$ cat src/rtl/instr_mem_pkg.sv
// Shared types and helpers for the sequential instruction memory.
// Optional parity storage is enabled with INSTR_MEM_PARITY_EN.
package instr_mem_pkg;

    typedef enum logic {
        ST_INIT,
        ST_RUN
    } state_t;

    localparam int NOP_W = 12;
    localparam logic [NOP_W-1:0] NOP = '0;

    // Even parity over a zero-extended word; callers cast their data to 64 bits.
    function automatic logic even_parity(input logic [63:0] d);
        return ^d;
    endfunction

endpackage

$ cat src/rtl/instr_mem_seq_if.sv
// Fetch, decode-side and program-load signals of the instruction memory.
// The master modport is the fetch/load driver; the slave modport is the memory.
interface instr_mem_seq_if #(
    parameter int DATA_W = 12,
    parameter int ADDR_W = 8
);
    logic              fetch_req;
    logic [ADDR_W-1:0] fetch_addr;
    logic              fetch_ready;
    logic              instr_valid;
    logic [DATA_W-1:0] instr_data;
    logic [ADDR_W-1:0] instr_addr;
    logic              instr_ready;
    logic              instr_err;
    logic              instr_perr;
    logic              ld_en;
    logic [ADDR_W-1:0] ld_addr;
    logic [DATA_W-1:0] ld_data;
    logic              ld_ack;
    logic              init_done;

    modport master (
        output fetch_req, fetch_addr, instr_ready, ld_en, ld_addr, ld_data,
        input  fetch_ready, instr_valid, instr_data, instr_addr, instr_err,
               instr_perr, ld_ack, init_done
    );

    modport slave (
        input  fetch_req, fetch_addr, instr_ready, ld_en, ld_addr, ld_data,
        output fetch_ready, instr_valid, instr_data, instr_addr, instr_err,
               instr_perr, ld_ack, init_done
    );
endinterface

$ cat src/rtl/instr_mem_array.sv
// 1R1W synchronous read-first RAM; the read register resets to zero and
// returns zero for addresses beyond DEPTH.
module instr_mem_array #(
    parameter int W      = 12,
    parameter int DEPTH  = 256,
    parameter int ADDR_W = 8
) (
    input  logic              clk,
    input  logic              rst,
    input  logic              we,
    input  logic [ADDR_W-1:0] waddr,
    input  logic [W-1:0]      wdata,
    input  logic              re,
    input  logic [ADDR_W-1:0] raddr,
    output logic [W-1:0]      rdata
);
    logic [W-1:0] mem [DEPTH];

    always_ff @(posedge clk) begin
        if (we) mem[waddr] <= wdata;
    end

    // Non-blocking read of the pre-edge contents gives read-first behaviour.
    always_ff @(posedge clk or posedge rst) begin
        if (rst) begin
            rdata <= '0;
        end else if (re) begin
            rdata <= (32'(raddr) < DEPTH) ? mem[raddr] : '0;
        end
    end
endmodule

$ cat src/rtl/instr_mem_seq.sv
// Synchronous-read instruction memory with fetch handshake, load port and
// post-reset NOP clear. Define INSTR_MEM_PARITY_EN to store a parity bit per word.
module instr_mem_seq
    import instr_mem_pkg::*;
#(
    parameter int DATA_W = 12,
    parameter int ADDR_W = 8,
    parameter int DEPTH  = 256
) (
    input logic            clk,
    input logic            rst,
    instr_mem_seq_if.slave bus
);
`ifdef INSTR_MEM_PARITY_EN
    localparam int MEM_W = DATA_W + 1;
`else
    localparam int MEM_W = DATA_W;
`endif

    state_t            state;
    logic [ADDR_W-1:0] cnt;
    logic              vld_p1;
    logic              err_p1;
    logic              ack_p1;
    logic              done;
    logic [ADDR_W-1:0] addr_p1;
    logic              frdy;
    logic              accept;
    logic              we;
    logic [ADDR_W-1:0] waddr;
    logic [MEM_W-1:0]  wdata;
    logic [MEM_W-1:0]  rdata;

    function automatic logic in_range(input logic [ADDR_W-1:0] a);
        return 32'(a) < DEPTH;
    endfunction

    assign frdy   = (state == ST_RUN) && (!vld_p1 || bus.instr_ready);
    assign accept = bus.fetch_req && frdy;

    // Clear sequence owns the write port during INIT; loads only in RUN.
    always_comb begin
        we    = 1'b0;
        waddr = cnt;
        wdata = MEM_W'(NOP);
        if (state == ST_INIT) begin
            we = 1'b1;
        end else if (bus.ld_en && in_range(bus.ld_addr)) begin
            we    = 1'b1;
            waddr = bus.ld_addr;
`ifdef INSTR_MEM_PARITY_EN
            wdata = {even_parity(64'(bus.ld_data)), bus.ld_data};
`else
            wdata = bus.ld_data;
`endif
        end
    end

    instr_mem_array #(
        .W      (MEM_W),
        .DEPTH  (DEPTH),
        .ADDR_W (ADDR_W)
    ) u_array (
        .clk   (clk),
        .rst   (rst),
        .we    (we),
        .waddr (waddr),
        .wdata (wdata),
        .re    (accept),
        .raddr (bus.fetch_addr),
        .rdata (rdata)
    );

    // p0 -> p1: accepted fetch becomes the output word one edge later
    always_ff @(posedge clk or posedge rst) begin
        if (rst) begin
            state   <= ST_INIT;
            cnt     <= '0;
            vld_p1  <= 1'b0;
            err_p1  <= 1'b0;
            ack_p1  <= 1'b0;
            done    <= 1'b0;
            addr_p1 <= '0;
        end else begin
            case (state)
                ST_INIT: begin
                    cnt <= cnt + 1'b1;
                    if (cnt == ADDR_W'(DEPTH - 1)) begin
                        state <= ST_RUN;
                        done  <= 1'b1;
                    end
                end
                ST_RUN: begin
                    ack_p1 <= bus.ld_en;
                    if (accept) begin
                        vld_p1  <= 1'b1;
                        addr_p1 <= bus.fetch_addr;
                        err_p1  <= !in_range(bus.fetch_addr);
                    end else if (bus.instr_ready) begin
                        vld_p1 <= 1'b0;
                    end
                end
                default: state <= ST_INIT;
            endcase
        end
    end

    assign bus.fetch_ready = frdy;
    assign bus.instr_valid = vld_p1;
    assign bus.instr_data  = rdata[DATA_W-1:0];
    assign bus.instr_addr  = addr_p1;
    assign bus.instr_err   = err_p1;
    assign bus.ld_ack      = ack_p1;
    assign bus.init_done   = done;
`ifdef INSTR_MEM_PARITY_EN
    assign bus.instr_perr  = rdata[DATA_W] ^ even_parity(64'(rdata[DATA_W-1:0]));
`else
    assign bus.instr_perr  = 1'b0;
`endif
endmodule

$ cat src/flat_wrapper.sv
// flat-port wrapper written by rule: the top's interface ports become plain ports
module instr_mem_seq_flat import instr_mem_pkg::*;
#(
    parameter int DATA_W = 12,
    parameter int ADDR_W = 8,
    parameter int DEPTH  = 256
)
  (clk, rst, bus_fetch_req, bus_fetch_addr, bus_instr_ready, bus_ld_en, bus_ld_addr, bus_ld_data, bus_fetch_ready, bus_instr_valid, bus_instr_data, bus_instr_addr, bus_instr_err, bus_instr_perr, bus_ld_ack, bus_init_done);
  instr_mem_seq_if #(.DATA_W(DATA_W), .ADDR_W(ADDR_W)) bus_i ();
  input logic clk;
  input logic rst;
  input wire logic [$bits(bus_i.fetch_req)-1:0] bus_fetch_req;
  input wire logic [$bits(bus_i.fetch_addr)-1:0] bus_fetch_addr;
  input wire logic [$bits(bus_i.instr_ready)-1:0] bus_instr_ready;
  input wire logic [$bits(bus_i.ld_en)-1:0] bus_ld_en;
  input wire logic [$bits(bus_i.ld_addr)-1:0] bus_ld_addr;
  input wire logic [$bits(bus_i.ld_data)-1:0] bus_ld_data;
  output wire logic [$bits(bus_i.fetch_ready)-1:0] bus_fetch_ready;
  output wire logic [$bits(bus_i.instr_valid)-1:0] bus_instr_valid;
  output wire logic [$bits(bus_i.instr_data)-1:0] bus_instr_data;
  output wire logic [$bits(bus_i.instr_addr)-1:0] bus_instr_addr;
  output wire logic [$bits(bus_i.instr_err)-1:0] bus_instr_err;
  output wire logic [$bits(bus_i.instr_perr)-1:0] bus_instr_perr;
  output wire logic [$bits(bus_i.ld_ack)-1:0] bus_ld_ack;
  output wire logic [$bits(bus_i.init_done)-1:0] bus_init_done;
  assign bus_i.fetch_req = bus_fetch_req;
  assign bus_i.fetch_addr = bus_fetch_addr;
  assign bus_i.instr_ready = bus_instr_ready;
  assign bus_i.ld_en = bus_ld_en;
  assign bus_i.ld_addr = bus_ld_addr;
  assign bus_i.ld_data = bus_ld_data;
  assign bus_fetch_ready = bus_i.fetch_ready;
  assign bus_instr_valid = bus_i.instr_valid;
  assign bus_instr_data = bus_i.instr_data;
  assign bus_instr_addr = bus_i.instr_addr;
  assign bus_instr_err = bus_i.instr_err;
  assign bus_instr_perr = bus_i.instr_perr;
  assign bus_ld_ack = bus_i.ld_ack;
  assign bus_init_done = bus_i.init_done;
  instr_mem_seq #(.DATA_W(DATA_W), .ADDR_W(ADDR_W), .DEPTH(DEPTH)) u_core (.clk(clk), .rst(rst), .bus(bus_i));
endmodule
$ cat config.mk
export PLATFORM = sky130hd
export DESIGN_NAME = instr_mem_seq_flat
export DESIGN_NICKNAME = d
export VERILOG_FILES = /design/src/rtl/instr_mem_pkg.sv /design/src/rtl/instr_mem_seq_if.sv /design/src/rtl/instr_mem_array.sv /design/src/rtl/instr_mem_seq.sv /design/src/flat_wrapper.sv
export SDC_FILE = /design/constraint.sdc
export NUM_CORES = 2
export LEC_CHECK = 0
export BUFFER_PORTS_ARGS = -buffer_cell sky130_fd_sc_hd__buf_2
export CORE_ASPECT_RATIO = 0.7
export CORE_MARGIN = 5
export CORE_UTILIZATION = 65
export DETAILED_ROUTE_END_ITERATION = 10
export PLACE_DENSITY_LB_ADDON = 0.1
export SLEW_MARGIN = 10
export SYNTH_ARGS = -nofsm -noshare
export SYNTH_HDL_FRONTEND = slang
export SYNTH_SLANG_ARGS = --single-unit
$ cat constraint.sdc
create_clock -name clk -period 7.2 [get_ports clk]
set_input_delay 0 -clock clk [delete_from_list [all_inputs] [get_ports clk]]
set_output_delay 0 -clock clk [all_outputs]
set_load 0.02 [all_outputs]
==> summary.md <==
| Metric | Value |
|---|---|
| Crit-path max FO | `27` |
| Sw frac | `0.1998` |
| Tightest Pin Transition | `1.444 ns` |
| Crit share post-route | `0.6261` |
| Hold Startpoint | `bus_fetch_addr[2]` |
| DR WL/cell | `37.14 um` |
| Iteration-0 DRC Markers | `9705` |
| Peak supply drop | `237.8 uV` |
| Cells after Synth | `5552` |
| WP data required | `7.64 ns` |
| Critical R2R Launch | `u_core.state$_DFF_PP0_` |
| Post-Synth XOR/XNOR Area | `0.0005092` |
| Max stage delay on crit path | `0.99 ns` |
| Final WL | `approximately 320000 um` |
| Leakage power | `roughly 34 nW` |
| Min Clock Period, post-route | `4.508 ns` |
| Asr flop ratio synth | `0.01031` |
| RR Endpoint | `u_core.u_array.mem[114][4]$_DFFE_PP_` |
| Clock Pin Slew Worst Setup and Hold Paths | `0.06 ns` |
| Final setup viols | `0` |
| Core area | `184600 um2` |
| Hold/Removal Path Class | `primary input to flop` |
| Pint | `~28 mW` |
| GPL Wtd Cong | `0.9676` |
| FF+latch count, synth | `3104` |
| Routed Antenna Nets | `0` |
| Vias in the first global route | `between 50000 and 60000` |
| Sum Neg Setup Slack | `0 ns` |
| Layout area overhead | `10.44%` |
| Post-synth cell types | `71` |
| Root Driver | `clkbuf_16` |
| Slew HR | `0.03119` |
| Share of cells above drive strength 1 | `0.2354` |
| Port buffer count | `56` |
| Die area | `194100 um2` |
| CP top delay family | `simple AND/OR/NAND/NOR gates` |
| Most used cell, CP | `buf_4` |
| Sequential area share after synthesis | `0.7729` |
| Synthesized area per cell | `21.69 um2` |
| Initial Util | `0.6520` |
| EDFF count, synth | `3072` |
| I/O Pins | `59` |
| R2r setup slk | `2.69 ns` |
| Worst-skew pair later-pin latency | `0.86 ns` |
| Register-to-Register Path Depth | `6` |
| Largest family of logic cells by synthesized area | `multiplexers` |
| Critical path cell sequence | `buf_4 > and2_1 > o31ai_1 > nand3_1 > buf_4 > nor2_1` |
| H-tree depth | `5` |
| Row count | `132` |
| Synthesis Warnings | `0` |
| Remaining global-route overflow | `0` |
| Drt pass-1 iters | `6` |
| Max Slew Vio Count | `0` |
| Comb power frac | `0.024` |
| # Post-CTS Setup Buffers | `0` |
| Max-cap viol count | `0` |
| DP Wirelength | `188300 um` |
| Via count | `roughly 60000` |
| Sink Count | `3104` |
| Final Util | `0.7201` |
| Post-route DRC | `0` |
| Worst Hold Path EP | `u_core.bus.instr_addr[2]$_DFFE_PP0P_` |
| Pwr per Cell Area | `264.4 nW/um2` |
| CTS tree | `built` |
| Switching pwr | `between 7 and 8 mW` |
| WP buf/inv | `2` |
| Worst setup margin | `2.692 ns` |
| Clock share of power | `0.420` |
| Multiplexer area fraction after synthesis | `0.1571` |
| Tot GR Track Use | `0.3257` |
| Final Net Count | `5817` |
| Adder-cell share of the synthesized area | `0.0001039` |
| Dpl ws | `roughly 2.7 ns` |
| Synthesized area | `120400 um2` |
| Fin. Hold Viols | `0` |
| Die W | `524.4 um` |
| CP Capture Type | `flop` |
| WP data arrival | `slightly below 5 ns` |
| Max Buffers Root-to-Sink | `4` |
| Max stage delay cell, worst path | `nor2_1` |
| Crit Path Category | `flop to flop` |
| RSZ-0062 raised after global routing | `no` |
| Status | `completed` |
| Worst Hold Depth | `3` |
| Skew final | `0.04743 ns` |
| Largest net degree at the start of global routing | `233` |
| Synth Area in Compound Gates | `0.02996` |
| Die Ht | `370.1 um` |
| Global-route wire length before repair | `~450000 um` |
| Simple-gate share of the synthesized area | `0.02195` |
| Dominant synthesized flop cell | `edfxtp_1` |
| CTS Buf Count | `~290` |
| Initial antenna violation count | `25` |
| Achievable Freq | `221.8 MHz` |
| Reg power frac | `0.556` |
| Post-CTS sizing | `0` |
| Element type at the critical path start | `flop` |
| Avg Vias per Cell | `7.187` |
per-stage QoR:
stage	cell area, um2	hold slack [ns]	instances	power (mW)
3_3_place_gp	123700	0.2850	7947	20.76
4_1_cts	132900	0.02013	8471	35.22
3_5_place_dp	123700	0.2962	7947	20.76
2_1_floorplan	120400	0.1162	5553	20.52
5_1_grt	132900	0.09139	8480	36.07
6_report	133000	0.05518	8488	35.16
Yosys cell counts (8+ instances only):
| master | instances | share of area |
|---|---|---|
| edfxtp_1 | 3072 | 0.77 |
| mux4_2 | 676 | 0.13 |
| nor2_1 | 273 | 0.0085 |
| mux2i_1 | 253 | 0.021 |
| clkbuf_1 | 143 | 0.0045 |
| o221ai_1 | 96 | 0.0070 |
| nand2_1 | 93 | 0.0029 |
| a21oi_1 | 80 | 0.0033 |
| a22oi_1 | 75 | 0.0047 |
| o22ai_1 | 74 | 0.0038 |
| buf_2 | 68 | 0.0028 |
| o21ai_0 | 66 | 0.0027 |
| nor3_1 | 49 | 0.0020 |
| buf_4 | 43 | 0.0027 |
| nand3_1 | 41 | 0.0017 |
| buf_6 | 32 | 0.0030 |
| dfrtp_1 | 32 | 0.0067 |
| mux4_1 | 32 | 0.0070 |
| a211oi_1 | 31 | 0.0019 |
| and2_1 | 29 | 0.0015 |
| mux2_2 | 28 | 0.0026 |
| inv_1 | 22 | 0.00069 |
| buf_8 | 21 | 0.0026 |
| buf_1 | 20 | 0.00062 |
| nor4_1 | 19 | 0.00099 |
| nand3b_1 | 17 | 0.0011 |
| and3_1 | 14 | 0.00073 |
| o21a_1 | 13 | 0.00081 |
| o211ai_1 | 12 | 0.00075 |
| a211o_1 | 10 | 0.00073 |
| a2111oi_0 | 9 | 0.00065 |
| o31ai_1 | 9 | 0.00056 |
| o41ai_1 | 9 | 0.00065 |
| or4_1 | 9 | 0.00056 |
| a311o_1 | 8 | 0.00067 |
| nand4_1 | 8 | 0.00042 |
layer usage:
metal,vias to the layer above,share of wire,GRT usage
met1,32060,0.39,0.5023
met4,6,0.035,0.1017
met2,4412,0.43,0.4498
li1,23930,-,-
met5,-,0.00013,0
met3,596,0.14,0.1100
how the worst max path moves through the flow:
stage	startpoint	end	slack [ns]	depth (start not counted)
floorplan	u_core.state$_DFF_PP0_	u_core.u_array.mem[0][10]$_DFFE_PP_	2.33	2
detailed placement	u_core.state$_DFF_PP0_	u_core.u_array.mem[131][3]$_DFFE_PP_	2.70	5
CTS	u_core.state$_DFF_PP0_	u_core.u_array.mem[131][4]$_DFFE_PP_	2.61	5
global route	u_core.state$_DFF_PP0_	u_core.u_array.mem[98][8]$_DFFE_PP_	2.64	6
finish	u_core.state$_DFF_PP0_	u_core.u_array.mem[114][4]$_DFFE_PP_	2.69	6
global placement	u_core.state$_DFF_PP0_	u_core.u_array.mem[131][3]$_DFFE_PP_	2.93	5
worst min-delay path: cells and delay by family:
kind / cells / cell delay, ns
AOI/OAI and AO/OA: 1 / 0.15
buffers and inverters: 2 / 0.64
sequential cells by signal, summed over array words and instances, names as in the netlist:
name / count
u_core.u_array.mem: 3072
u_core.u_array.rdata: 12
u_core.bus.instr_addr: 8
u_core.cnt: 8
u_core.bus.init_done: 1
u_core.bus.instr_valid: 1
u_core.bus.ld_ack: 1
u_core.state: 1
cells by family after synthesis:
| logic type | count (synthesis) |
|---|---|
| buf+inv | 357 |
| xor+xnor | 7 |
| flops | 3104 |
| simple gates | 579 |
| other cells | 1 |
| compound gates | 514 |
| mux | 989 |
| fa+ha+maj | 1 |
timing repair:
| item | 4_1_cts | 5_1_grt |
|---|---|---|
| setup endpoints to repair | 0 | 0 |
| hold endpoints to repair | 520 | 0 |
| hold buffers | 24 | 0 |
final cells by class:
| class | instances | area, um2 |
|---|---|---|
| Sequential cell | 3104 | 93050 |
| Fill cell | 10640 | 51680 |
| Multi-Input combinational cell | 2092 | 25510 |
| Clock buffer | 372 | 7856 |
| Tap cell | 2479 | 3102 |
| Timing Repair Buffer | 274 | 2273 |
| Clock inverter | 128 | 1042 |
| Inverter | 23 | 96.34 |
| Antenna cell | 16 | 40.04 |
power groups by stage:
stage	Sequential (mW)	Combinational, mW	Clock (mW)
after floorplan	19.9	0.587	0
after global placement	19.9	0.831	0
after detailed placement	19.9	0.835	0
after CTS	19.5	0.845	14.8
after global routing	19.5	0.887	15.7
final	19.5	0.856	14.8
cells in the final DEF (no fill, tap or decap), types with 8 or more instances in the layout:
cell type      instances
o21ai_0               66
nand3b_1              17
a22oi_1               75
bufinv_16             17
clkbuf_16            299
dfrtp_1               32
clkbuf_1              63
o21a_1                13
mux4_1                32
clkinv_1              51
and3_4                12
a211oi_1              31
a21oi_1               80
mux2i_1              253
nor4_1                17
o22ai_1               74
diode_2               16
mux4_2               676
o211ai_1              12
and2_1                29
buf_12                22
nor2_1               238
edfxtp_1            3072
or4_1                  9
a211o_1               10
o31ai_1                9
inv_1                 19
o221ai_1              96
buf_4                174
nor3_1                47
nand3_1               39
mux2_2                28
buf_2                 52
clkbuf_8              10
nand2_1               92
nor2_2                34
clkinv_2              48
nand4_1                8
dlygate4sd3_1         24
a311o_1                8
No activity file was read; power rests on OpenSTA's default activity.
